[config.mk]
export PLATFORM = sky130hd
export DESIGN_NAME = instr_fetch
export DESIGN_NICKNAME = d
export VERILOG_FILES = /design/src/rtl/instr_fetch.sv
export SDC_FILE = /design/constraint.sdc
export NUM_CORES = 1
export LEC_CHECK = 0
export CELL_PAD_IN_SITES_DETAIL_PLACEMENT = 0
export CELL_PAD_IN_SITES_GLOBAL_PLACEMENT = 2
export CORE_MARGIN = 5
export CORE_UTILIZATION = 30
export DETAILED_ROUTE_END_ITERATION = 10
export PLACE_DENSITY = 0.83
export RECOVER_POWER = 50
export SLEW_MARGIN = 10
export SYNTH_ARGS = -nofsm -noshare
export SYNTH_HDL_FRONTEND = slang
export SYNTH_SLANG_ARGS = --single-unit
[constraint.sdc]
create_clock -name clk_i -period 19.75 [get_ports clk_i]
set_input_delay 5.925 -clock clk_i [delete_from_list [all_inputs] [get_ports clk_i]]
set_output_delay 5.925 -clock clk_i [all_outputs]
set_load 0.005 [all_outputs]
[src/rtl/instr_fetch.sv]
// Instruction fetch stage: one-cycle-latency memory interface, a 2-entry
// {instr, pc} buffer toward decode, and flush/redirect from execute.
module instr_fetch #(
  parameter int                          INSTR_ADDR_WIDTH = 32,
  parameter int                          INSTR_WORD_WIDTH = 32,
  parameter logic [INSTR_ADDR_WIDTH-1:0] BOOT_ADDR        = 32'h0000_0000
) (
  input  logic                        clk_i,
  input  logic                        rst_i,
  output logic                        fetch_en_o,
  output logic [INSTR_ADDR_WIDTH-1:0] fetch_addr_o,
  input  logic [INSTR_WORD_WIDTH-1:0] fetch_rdata_i,
  input  logic                        redirect_i,
  input  logic [INSTR_ADDR_WIDTH-1:0] redirect_addr_i,
  output logic                        instr_valid_o,
  input  logic                        instr_ready_i,
  output logic [INSTR_WORD_WIDTH-1:0] instr_o,
  output logic [INSTR_ADDR_WIDTH-1:0] instr_pc_o
);

  localparam logic [INSTR_ADDR_WIDTH-1:0] BOOT_ALIGNED = {BOOT_ADDR[INSTR_ADDR_WIDTH-1:2], 2'b00};

  logic [INSTR_ADDR_WIDTH-1:0] r_pc;
  logic                        r_pend;
  logic [INSTR_ADDR_WIDTH-1:0] r_pend_pc;
  logic [1:0]                  r_cnt;
  logic                        r_rd_ptr;
  logic                        r_wr_ptr;
  logic [INSTR_WORD_WIDTH-1:0] r_buf_instr [2];
  logic [INSTR_ADDR_WIDTH-1:0] r_buf_pc    [2];

  logic       w_pop;
  logic       w_push;
  logic [2:0] w_occ;

  assign instr_valid_o = !rst_i && (r_cnt != 2'd0);
  assign w_pop         = instr_valid_o && instr_ready_i;
  assign w_push        = r_pend && !redirect_i;

  // Occupancy after this cycle's pop; the in-flight response still needs a slot.
  assign w_occ = {1'b0, r_cnt} + {2'b00, r_pend} - {2'b00, w_pop};

  assign fetch_en_o   = !rst_i && !redirect_i && (w_occ < 3'd2);
  assign fetch_addr_o = {r_pc[INSTR_ADDR_WIDTH-1:2], 2'b00};
  assign instr_o      = r_buf_instr[r_rd_ptr];
  assign instr_pc_o   = r_buf_pc[r_rd_ptr];

  always_ff @(posedge clk_i) begin
    if (rst_i) begin
      r_pc      <= BOOT_ALIGNED;
      r_pend    <= 1'b0;
      r_pend_pc <= '0;
      r_cnt     <= 2'd0;
      r_rd_ptr  <= 1'b0;
      r_wr_ptr  <= 1'b0;
    end else if (redirect_i) begin
      r_pc     <= {redirect_addr_i[INSTR_ADDR_WIDTH-1:2], 2'b00};
      r_pend   <= 1'b0;
      r_cnt    <= 2'd0;
      r_rd_ptr <= 1'b0;
      r_wr_ptr <= 1'b0;
    end else begin
      if (fetch_en_o) begin
        r_pc      <= r_pc + INSTR_ADDR_WIDTH'(4);
        r_pend    <= 1'b1;
        r_pend_pc <= fetch_addr_o;
      end else begin
        r_pend <= 1'b0;
      end
      if (w_push) r_wr_ptr <= !r_wr_ptr;
      if (w_pop)  r_rd_ptr <= !r_rd_ptr;
      r_cnt <= r_cnt + {1'b0, w_push} - {1'b0, w_pop};
    end
  end

  // Buffer storage carries no reset; r_cnt alone decides what is valid.
  always_ff @(posedge clk_i) begin
    if (!rst_i && w_push) begin
      r_buf_instr[r_wr_ptr] <= fetch_rdata_i;
      r_buf_pc[r_wr_ptr]    <= r_pend_pc;
    end
  end

endmodule

Word level (Yosys, flattened, before mapping)
Memories as Yosys holds them, arrays and structs flattened. A register that Yosys moved wholly into a read port is not among the register bits.
Index checks and enable logic that the tools add are counted.
{"block": "op_classes", "addsub": 5, "order_cmp": 1, "muxes": 9, "bitwise": 1, "reduce_logical": 14}
{"op": "$mux W32", "n": 2}
{"op": "$add A32 B3 Y32 const B", "n": 1}
{"op": "$mux W1", "n": 7}
{"op": "$logic_and A1 B1 Y1", "n": 6}
{"op": "$logic_not A1 Y1", "n": 4}
{"op": "$reduce_bool A2 Y1", "n": 2}
{"op": "$add A2 B1 Y3", "n": 1}
{"op": "$lt A3 B2 Y1 const B", "n": 1}
{"op": "$sub A3 B1 Y3", "n": 1}
{"op": "$add A2 B1 Y2", "n": 1}
{"op": "$reduce_and A2 Y1", "n": 1}
{"op": "$reduce_or A2 Y1", "n": 1}
{"op": "$sub A2 B1 Y2", "n": 1}
{"op": "$not A1 Y1", "n": 1}
{"block": "totals", "regBits": 67, "mem_bits_rw": 124, "in_bits": 68, "output_inout_bits": 98, "n_memories": 2}
{"name": "r_buf_instr", "depth": 2, "word_bits": 32, "rd": 1, "rd_clocked_by_memory_dff": 1, "write_ports": 1, "line_no": "29", "source": "logic [INSTR_WORD_WIDTH-1:0] r_buf_instr [2];"}
{"name": "r_buf_pc", "depth": 2, "word_bits": 30, "rd": 1, "rd_clocked_by_memory_dff": 1, "write_ports": 1, "line_no": "30", "source": "logic [INSTR_ADDR_WIDTH-1:0] r_buf_pc [2];"}

Logic depth before layout (Yosys ltp)
Gate-level depths: netlist of run 1.
{"block": "logic_depth", "word_depth": 8, "depth_mapped": 14, "ltp_nobuf": 12}

Worst setup path before layout of run 1
No wires, ideal clock.
{"block": "synth_path", "kind": "input to output", "startpoint": "input rst_i", "endpoint": "output fetch_en_o", "arrival_ps": 8111, "required_time_ps": 13825, "slack_ps": 5714, "stages": 11, "n_path_buf": 3, "cell_sequence": "nor2_1 > and2_1 > ha_1 > nand2b_1 > fa_1 > xnor2_1 > nand3_1 > inv_1 > buf_2 > buf_1 > clkbuf_1"}
{"block": "synth_between", "elab_chain_cells": 6, "word_cells_on_any_way": 7}
{"item": "from (decl)", "line_no": "9", "source": "input logic rst_i,"}
{"item": "$logic_not A1 Y1", "line_no": "36", "source": "assign instr_valid_o = !rst_i && (r_cnt != 2'd0);"}
{"item": "$logic_and A1 B1 Y1", "line_no": "36"}
{"item": "$logic_and A1 B1 Y1", "line_no": "37", "source": "assign w_pop = instr_valid_o && instr_ready_i;"}
{"item": "named net w_pop", "line_no": "32", "source": "logic w_pop;"}
{"item": "$sub A3 B1 Y3", "line_no": "41", "source": "assign w_occ = {1'b0, r_cnt} + {2'b00, r_pend} - {2'b00, w_pop};"}
{"item": "$lt A3 B2 Y1", "line_no": "43", "source": "assign fetch_en_o = !rst_i && !redirect_i && (w_occ < 3'd2);"}
{"item": "$logic_and A1 B1 Y1", "line_no": "43"}
{"item": "to (decl)", "line_no": "10", "source": "output logic fetch_en_o,"}
The timed path passes the listed nets, and every way through them passes these cells.

Worst setup path after layout of run 1
{"block": "layout_path", "startpoint": "input redirect_i", "endpoint": "output fetch_en_o"}
{"block": "layout_between", "elab_chain_cells": 3}
{"item": "from (decl)", "line_no": "13", "source": "input logic redirect_i,"}
{"item": "$logic_not A1 Y1", "line_no": "43"}
{"item": "$logic_and A1 B1 Y1 (2 in series)", "line_no": "43"}
Every way passes these cells.

==> out/qor.yml, run 1 <==
run_status:
  status: "complete, but fails checks"
  violations: "max-capacitance violations, max-slew violations"
worst_setup_path:
  startpoint: "redirect_i"
  crit_arrival_ns: 9.65
  worstSetupStartpointType: "input pin"
  crit_path_end_kind: "output port"
  slowest_stage: "clkbuf_1"
  slowest_delay_ns: 1.67
  r2r_start: "r_cnt[1]$_SDFF_PP0_"
  worst-setup-path-type: "in -> out"
  crit_chain: "buf_2 -> clkbuf_1 -> nor2_1 -> nand3_2 -> buf_4 -> inv_2 -> clkdlybuf4s50_1"
  worstPathRequired_ns: 13.82
  crit_path_max_fanout: 60
synthesis:
  netlist.area_leader.share_pct: 48.6
  synth.most_common_cell: "edfxtp_1"
  syn_avg_cell_area_sq_um: 12.6
  ys_seq_area_share_pct: 65.9
  yosysTopAreaCell: "edfxtp_1"
  synth_edf_count: 124
  async_flop_share_pct: 0
  synth_cells: 606
  synthTopCellsByCount: "124 x edfxtp_1, 85 x nand2_1, 66 x dfxtp_1, 65 x mux2_2, 43 x a21oi_1"
  ys.flop_type: "edfxtp_1"
  synth.area.top_cells: "edfxtp_1 49%, dfxtp_1 17%, mux2_2 9.6%, nand2_1 4.2%, a21oi_1 2.8%"
  yosys_warnings: 0
  ys_types: 46
  synth_area_sq_mm: 0.00766
  ys_ff_latch: 190
job:
  maxCapViolCount: 2
routing:
  drtIter0Drc: 343
  wire_per_inst_um: 17.4
  first_pass_iters: 5
  vias: 5099
  drc: 0
  wirelength_um: 19000
  avgViaCountPerCell: 4.65
  postRouteAntennaNets: 0
grt:
  track_usage_pct: 13.2
  overflow: 0
  first_global_vias: 5108
  grt_start_max_net_pins: 68
  antenna_found_initial: 0
  grt_pass1_wl_um: 29800
place:
  io_buffers: 159
  place.gp.congestion: 0.701
  hpwl_um: 12200
  dpl_cell_area_sq_mm: 0.00956
pwr:
  cellPowerDensity_mw_per_mm2: 82.8
  peakVddDrop_mv: 0.0471
  p_leak_nw: 3.34
sta:
  worst_pin_slew_ns: 3.72
  finalSetupViolCount: 0
  maxSlewHeadroom_pct: -148
  slew_violations: 120
  min_period_ns: 15.57
  rsz0062_at_grt: "false"
  clock_skew_ns: 0.0155
  hold_viol_final: 0
  post-route-period-util_pct: 78.8
  finalSetupTns_ns: 0
  clock.fmax_ghz: 0.0642
worst_hold_path:
  worstHoldPathType: "reg -> reg"
  min_from: "r_pend_pc[18]$_SDFFE_PP0P_"
layout:
  drive_above_1_share_pct: 14.2
  fill_cells: 2396
  antenna_cells: 0
  area_delta_synth_final_pct: 32.4
  design_area_sq_mm: 0.0101
  final_nets: 826
  ff_latch_area_sq_mm: 0.00505
  multi_input_area_sq_mm: 0.00244
floorplan:
  placementRows: 58
  pin_count: 166
  die_w_um: 170
  core_sq_mm: 0.0252
  start_util_pct: 30.4
  die_y_um: 170
  die_area_sq_mm: 0.0288
clocking:
  ctsResizeCount: 0
  cts_tree: "yes"
  cts.sinks: 190
  path_clk_slew_ns: 0.06
  cts.path.max_buffers: 2
  post-cts-setup-buffers: 0
  clkLatencyLatePin_ns: 0.43
  clock-root-buffer: "clkbuf_16"
  numCtsBuffers: 17
  holdBufCountCts: 0
  htree_levels: 4
==> registers in the layout (all words and copies together), names as in the netlist, named ones only <==
register     count
r_buf_instr     64
r_buf_pc        60
r_cnt            2
r_pc            30
r_pend           1
r_pend_pc       30
r_rd_ptr         1
r_wr_ptr         1
==> per-stage QoR <==
stage                     worst slack, ns  utilization [%]  cells  total power, mW  hold slack (ns)
after floorplan                      5.71                -    609            0.473            0.425
after global placement               4.23             38.0   1064            0.510            0.433
after detailed placement             4.18             38.0   1064            0.511            0.440
after CTS                            4.19             40.3   1096            0.854            0.454
after global routing                 3.73             40.2   1096            0.874            0.462
final                                4.18             40.2   1096            0.839            0.453
==> metal layers <==
layer | part of all wire [%] | wire [um] | GRT usage (%)
met2 | 48 | 9210 | 21.6
met3 | 5.0 | 951 | 2.38
met4 | 1.1 | 206 | 3.78
met5 | 0 | 0 | 0
met1 | 46 | 8670 | 18.2
==> layout by cell type (no fill, tap or decap), types with 12 or more instances in the layout <==
cell type and n:
edfxtp_1 124, nor3_1 12, mux2_2 65, nor2_1 19, nor2b_1 12, dfxtp_1 65
clkbuf_16 19, nand3_1 12, a21oi_1 43, clkdlybuf4s50_1 96, dlygate4sd3_1 61, nand2_1 85
==> final timing paths <==
| path | to | depth (start not counted) | slack, ns |
|---|---|---|---|
| max | fetch_en_o | 7 | 4.18 |
| min | r_buf_pc[1][16]$_DFFE_PP_ | 0 | 0.45 |
| max reg2reg | r_pc[13]$_SDFFE_PP0P_ | 14 | 15.73 |
| min reg2reg | r_buf_pc[1][16]$_DFFE_PP_ | 0 | 0.45 |
==> cell type report <==
cell class / instances / share of cell area, %
Tap cell: 330 / 4.07
Sequential cell: 190 / 49.8
Clock inverter: 10 / 0.975
Timing Repair Buffer: 165 / 16.0
Clock buffer: 22 / 4.80
Multi-Input combinational cell: 371 / 24.1
Inverter: 8 / 0.296
==> critical path: cells and delay by family <==
family        cells  cell delay, ns
buf+inv           5            3.26
simple gates      2            0.40
==> report_power, final <==
part           leakage [nW]  internal (mW)  switching [mW]
combinational          1.38         0.0298          0.0251
sequential             1.68          0.431          0.0117
clock                 0.284          0.191           0.150
total                  3.34          0.652           0.187
==> cell families (layout without fill, tap and decap cells) <==
| kind of cell | count (synthesis) | after routing | synth area share [%] |
|---|---|---|---|
| xor+xnor | 10 | 10 | 1.14 |
| other cells | 1 | 4 | 0.0490 |
| mux | 67 | 67 | 9.82 |
| compound gates | 95 | 95 | 7.50 |
| fa+ha+maj | 5 | 5 | 0.915 |
| simple gates | 190 | 190 | 12.1 |
| buf+inv | 48 | 205 | 2.61 |
| flops | 190 | 190 | 65.9 |
Power figures use the tool's default switching activity.
==> run 2: changes to the inputs <==
clock period = 15.3 ns   (was 19.75 ns; I/O delays follow)
==> out/qor.yml, run 2 (same netlist as run 1, synthesis figures left out) <==
grt:
  first_global_vias: 5211
  overflow: 0
  grt_start_max_net_pins: 68
  antenna_found_initial: 0
  grt_pass1_wl_um: 29600
  track_usage_pct: 13.2
routing:
  drtIter0Drc: 271
  vias: 5181
  wire_per_inst_um: 17.4
  postRouteAntennaNets: 0
  wirelength_um: 19000
  avgViaCountPerCell: 4.73
  drc: 0
  first_pass_iters: 4
run_status:
  violations: "max-capacitance violations, max-slew violations"
  status: "complete, but fails checks"
floorplan:
  placementRows: 58
  core_sq_mm: 0.0252
  start_util_pct: 30.4
  die_w_um: 170
  pin_count: 166
  die_area_sq_mm: 0.0288
  die_y_um: 170
clocking:
  ctsResizeCount: 0
  clock-root-buffer: "clkbuf_16"
  holdBufCountCts: 0
  htree_levels: 4
  cts_tree: "yes"
  numCtsBuffers: 17
  path_clk_slew_ns: 0.07
  cts.sinks: 190
  cts.path.max_buffers: 2
  post-cts-setup-buffers: 0
  clkLatencyLatePin_ns: 0.43
layout:
  reg_top3: "r_buf_instr x64, r_buf_pc x60"
  ff_latch_area_sq_mm: 0.00505
  antenna_cells: 0
  top_register: "r_buf_instr"
  final_cell_mix: "124 x edfxtp_1, 96 x clkdlybuf4s50_1, 85 x nand2_1"
  fill_cells: 2412
  final_nets: 826
  largest_reg_flops: 64
  area_delta_synth_final_pct: 32.2
  multi_input_area_sq_mm: 0.00243
  drive_above_1_share_pct: 14.0
  final_common_cell: "edfxtp_1"
sta:
  min_period_ns: 12.02
  finalSetupTns_ns: 0
  slew_violations: 120
  post-route-period-util_pct: 78.6
  hold_viol_final: 0
  maxSlewHeadroom_pct: -168
  clock_skew_ns: 0.0235
  finalSetupViolCount: 0
  clock.fmax_ghz: 0.0832
  worst_pin_slew_ns: 4.01
  hold_ws_ns: 0.450
  rsz0062_at_grt: "false"
pwr:
  pwr-share-clk_pct: 40.9
  p_seq_share_pct: 52.5
  cellPowerDensity_mw_per_mm2: 107
  p_switching_mw: 0.235
  sw_frac_of_total_pct: 21.6
  intPower_mw: 0.853
  pwr-share-comb_pct: 6.5
  peakVddDrop_mv: 0.0537
  p_leak_nw: 3.34
place:
  place.gp.congestion: 0.675
  io_buffers: 159
  hpwl_um: 12100
worst_setup_path:
  worst-setup-path-type: "in -> out"
  crit_arrival_ns: 7.43
  worstPathRequired_ns: 10.71
  worstSetupStartpointType: "input pin"
  crit_path_max_fanout: 67
  crit_path_end_kind: "output port"
worst_hold_path:
  worstHoldPathType: "reg -> reg"
job:
  maxCapViolCount: 2
## run 2: cell types whose count changed in the layout (fill, tap and decap cells not counted), moves of 2 or more
cell       before  now
clkinv_2        1    4
bufinv_16       1    3
clkbuf_16      19   17
inv_6           5    2
## run 2: metal layers
layer	track usage (%)	up-vias	part of all wire [%]	routed length (um)
li1	-	2524	-	-
met4	3.01	0	0.80	153
met3	3.40	12	5.1	977
met1	17.5	2521	46	8740
met5	0	-	0	0
met2	21.8	124	48	9170
## run 2: final timing paths
path / startpoint / to / slack [ns] / depth (start not counted)
worst max-delay path: rst_i / fetch_en_o / 3.28 / 11
worst min-delay path: r_pend_pc[5]$_SDFFE_PP0P_ / r_buf_pc[1][3]$_DFFE_PP_ / 0.45 / 0
worst max register to register: r_pend$_SDFF_PP0_ / r_buf_instr[0][3]$_DFFE_PP_ / 11.28 / 3
worst min register to register: r_pend_pc[5]$_SDFFE_PP0P_ / r_buf_pc[1][3]$_DFFE_PP_ / 0.45 / 0
## run 2: critical path, cell delays in order
cell and delay [ns]:
buf_2 0.07, buf_4 0.60, nor2_1 0.13, and2_0 0.27
ha_1 0.29, nand2b_1 0.16, fa_1 0.38, xnor2_1 0.18
nand3_2 0.12, inv_2 0.12, clkdlybuf4s50_1 0.51
## run 2: power by group through the flow
stage / Combinational [mW] / Sequential, mW / Clock (mW)
6_report: 0.0712 / 0.572 / 0.445
5_1_grt: 0.0781 / 0.574 / 0.480
4_1_cts: 0.0764 / 0.572 / 0.461
3_5_place_dp: 0.0760 / 0.583 / 0
3_3_place_gp: 0.0749 / 0.583 / 0
2_1_floorplan: 0.0326 / 0.578 / 0
## run 2: area by class of cell
cell class | instances | area share, %
clock buffer | 21 | 4.35
clock inverter | 11 | 1.38
inverter | 8 | 0.297
multi-input combinational | 371 | 24.0
sequential | 190 | 49.9
tap | 330 | 4.08
timing repair buffer | 165 | 16.0
## run 2: per-stage QoR
step	cells	power [mW]	worst slack (ns)	util [%]	cell area, sq um
floorplan	609	0.611	3.93	-	7670
global placement	1064	0.658	3.32	38.0	9560
detailed placement	1064	0.659	3.27	38.0	9560
CTS	1096	1.11	3.27	40.3	10100
global route	1096	1.13	2.99	40.2	10100
finish	1096	1.09	3.28	40.2	10100
==> run 3: changes to the inputs <==
clock period = 11.5 ns   (was 15.3 ns; I/O delays follow)
==> out/qor.yml, run 3 (same netlist as run 1, synthesis figures left out) <==
worst_setup_path:
  worstPathRequired_ns: 8.05
  slowest_stage: "clkbuf_1"
  worstReg2RegEnd: "r_buf_pc[0][10]$_DFFE_PP_"
  crit_path_end_kind: "output port"
  slowest_delay_ns: 1.67
  r2r_start: "r_pend$_SDFF_PP0_"
  worstSetupStartpointType: "input pin"
  reg2reg_slack_ns: 7.64
  crit_arrival_ns: 6.17
  startpoint: "redirect_i"
  reg2regPathDepth: 3
  crit_chain: "buf_2 -> clkbuf_1 -> nor2_1 -> nand3_2 -> inv_2 -> clkdlybuf4s50_1"
  worst-setup-path-type: "in -> out"
  crit_path_max_fanout: 56
routing:
  wire_per_inst_um: 17.3
  drc: 0
  avgViaCountPerCell: 4.69
  wirelength_um: 18900
  postRouteAntennaNets: 0
  drtIter0Drc: 252
  vias: 5137
  first_pass_iters: 4
pwr:
  p_seq_share_pct: 51.8
  p_switching_mw: 0.330
  p_leak_nw: 3.34
  pwr-share-clk_pct: 41.7
  sw_frac_of_total_pct: 22.5
  peakVddDrop_mv: 0.0713
  intPower_mw: 1.14
  power_mw: 1.47
  pwr-share-comb_pct: 6.4
  cellPowerDensity_mw_per_mm2: 145
clocking:
  ctsResizeCount: 0
  numCtsBuffers: 17
  post-cts-setup-buffers: 0
  path_clk_slew_ns: 0.08
  cts_tree: "yes"
  clock-root-buffer: "clkbuf_16"
  cts.path.max_buffers: 2
  clkLatencyLatePin_ns: 0.43
  holdBufCountCts: 0
  cts.sinks: 190
  htree_levels: 4
floorplan:
  die_area_sq_mm: 0.0288
  placementRows: 58
  pin_count: 166
  core_sq_mm: 0.0252
  start_util_pct: 30.4
  die_w_um: 170
  die_y_um: 170
grt:
  grt_pass1_wl_um: 29300
  overflow: 0
  antenna_found_initial: 0
  grt_start_max_net_pins: 67
  track_usage_pct: 13.1
  first_global_vias: 5049
sta:
  hold_viol_final: 0
  clock_skew_ns: 0.0155
  post-route-period-util_pct: 83.6
  finalSetupTns_ns: 0
  slew_violations: 120
  clock.fmax_ghz: 0.104
  maxSlewHeadroom_pct: -152
  rsz0062_at_grt: "false"
  worst_pin_slew_ns: 3.77
  finalSetupViolCount: 0
  min_period_ns: 9.62
layout:
  final_common_cell: "edfxtp_1"
  largest_reg_flops: 64
  reg_top3: "r_buf_instr x64, r_buf_pc x60"
  design_area_sq_mm: 0.0102
  fill_cells: 2431
  final_cell_mix: "124 x edfxtp_1, 97 x clkdlybuf4s50_1, 85 x nand2_1"
  final_nets: 826
  post-route-util_pct: 40.3
  drive_above_1_share_pct: 14.6
  antenna_cells: 0
  area_delta_synth_final_pct: 32.6
  top_register: "r_buf_instr"
worst_hold_path:
  min_to: "r_buf_pc[0][16]$_DFFE_PP_"
  worstHoldPathType: "reg -> reg"
  min_from: "r_pend_pc[18]$_SDFFE_PP0P_"
  hold_depth: 0
place:
  dpl_cell_area_sq_mm: 0.00956
  hpwl_um: 12100
  io_buffers: 159
  place.gp.congestion: 0.678
run_status:
  violations: "max-capacitance violations, max-slew violations"
  status: "complete, but fails checks"
job:
  maxCapViolCount: 2
[run 3: final cells by class]
class	count	area [sq um]	area share, %
inverters	8	30.0	0.296
clock buffers	17	425	4.19
repair buffers	165	1620	15.9
multi-input cells	371	2440	24.0
clock inverters	15	180	1.77
flip-flops and latches	190	5050	49.7
well taps	330	413	4.07
[run 3: per-layer routing]
layer / vias up / track usage, % / part of all wire (%) / wire length (um)
li1: 2513 / - / - / -
met1: 2491 / 17.5 / 45 / 8460
met2: 121 / 21.1 / 48 / 9140
met3: 12 / 3.59 / 6.3 / 1190
met4: 0 / 3.22 / 0.82 / 155
met5: - / 0 / 0 / 0
[run 3: stage by stage]
step,hold WS (ns),std cells,setup WS (ns)
3_3_place_gp,0.431,1064,2.25
6_report,0.445,1096,1.88
5_1_grt,0.462,1096,1.52
2_1_floorplan,0.425,609,2.39
4_1_cts,0.443,1096,2.22
3_5_place_dp,0.441,1064,2.22
[run 3: power groups by stage]
stage | combinational, mW | clock [mW] | sequential [mW]
after global routing | 0.104 | 0.656 | 0.764
after floorplan | 0.0433 | 0 | 0.769
after detailed placement | 0.101 | 0 | 0.776
after CTS | 0.102 | 0.632 | 0.761
after global placement | 0.0996 | 0 | 0.775
final | 0.0943 | 0.613 | 0.761
[run 3: how the worst max path moves through the flow]
stage	to	cells past startpoint	slack, ns
after global routing	fetch_en_o	6	1.52
after detailed placement	fetch_en_o	9	2.22
final	fetch_en_o	6	1.88
after floorplan	r_buf_instr[1][0]$_DFFE_PP_	4	2.39
after CTS	fetch_en_o	9	2.22
after global placement	fetch_en_o	9	2.25
[run 3: critical path, delay by kind of cell]
family / cells / cell delay [ns]
buf+inv: 4 / 2.28
simple gates: 2 / 0.43
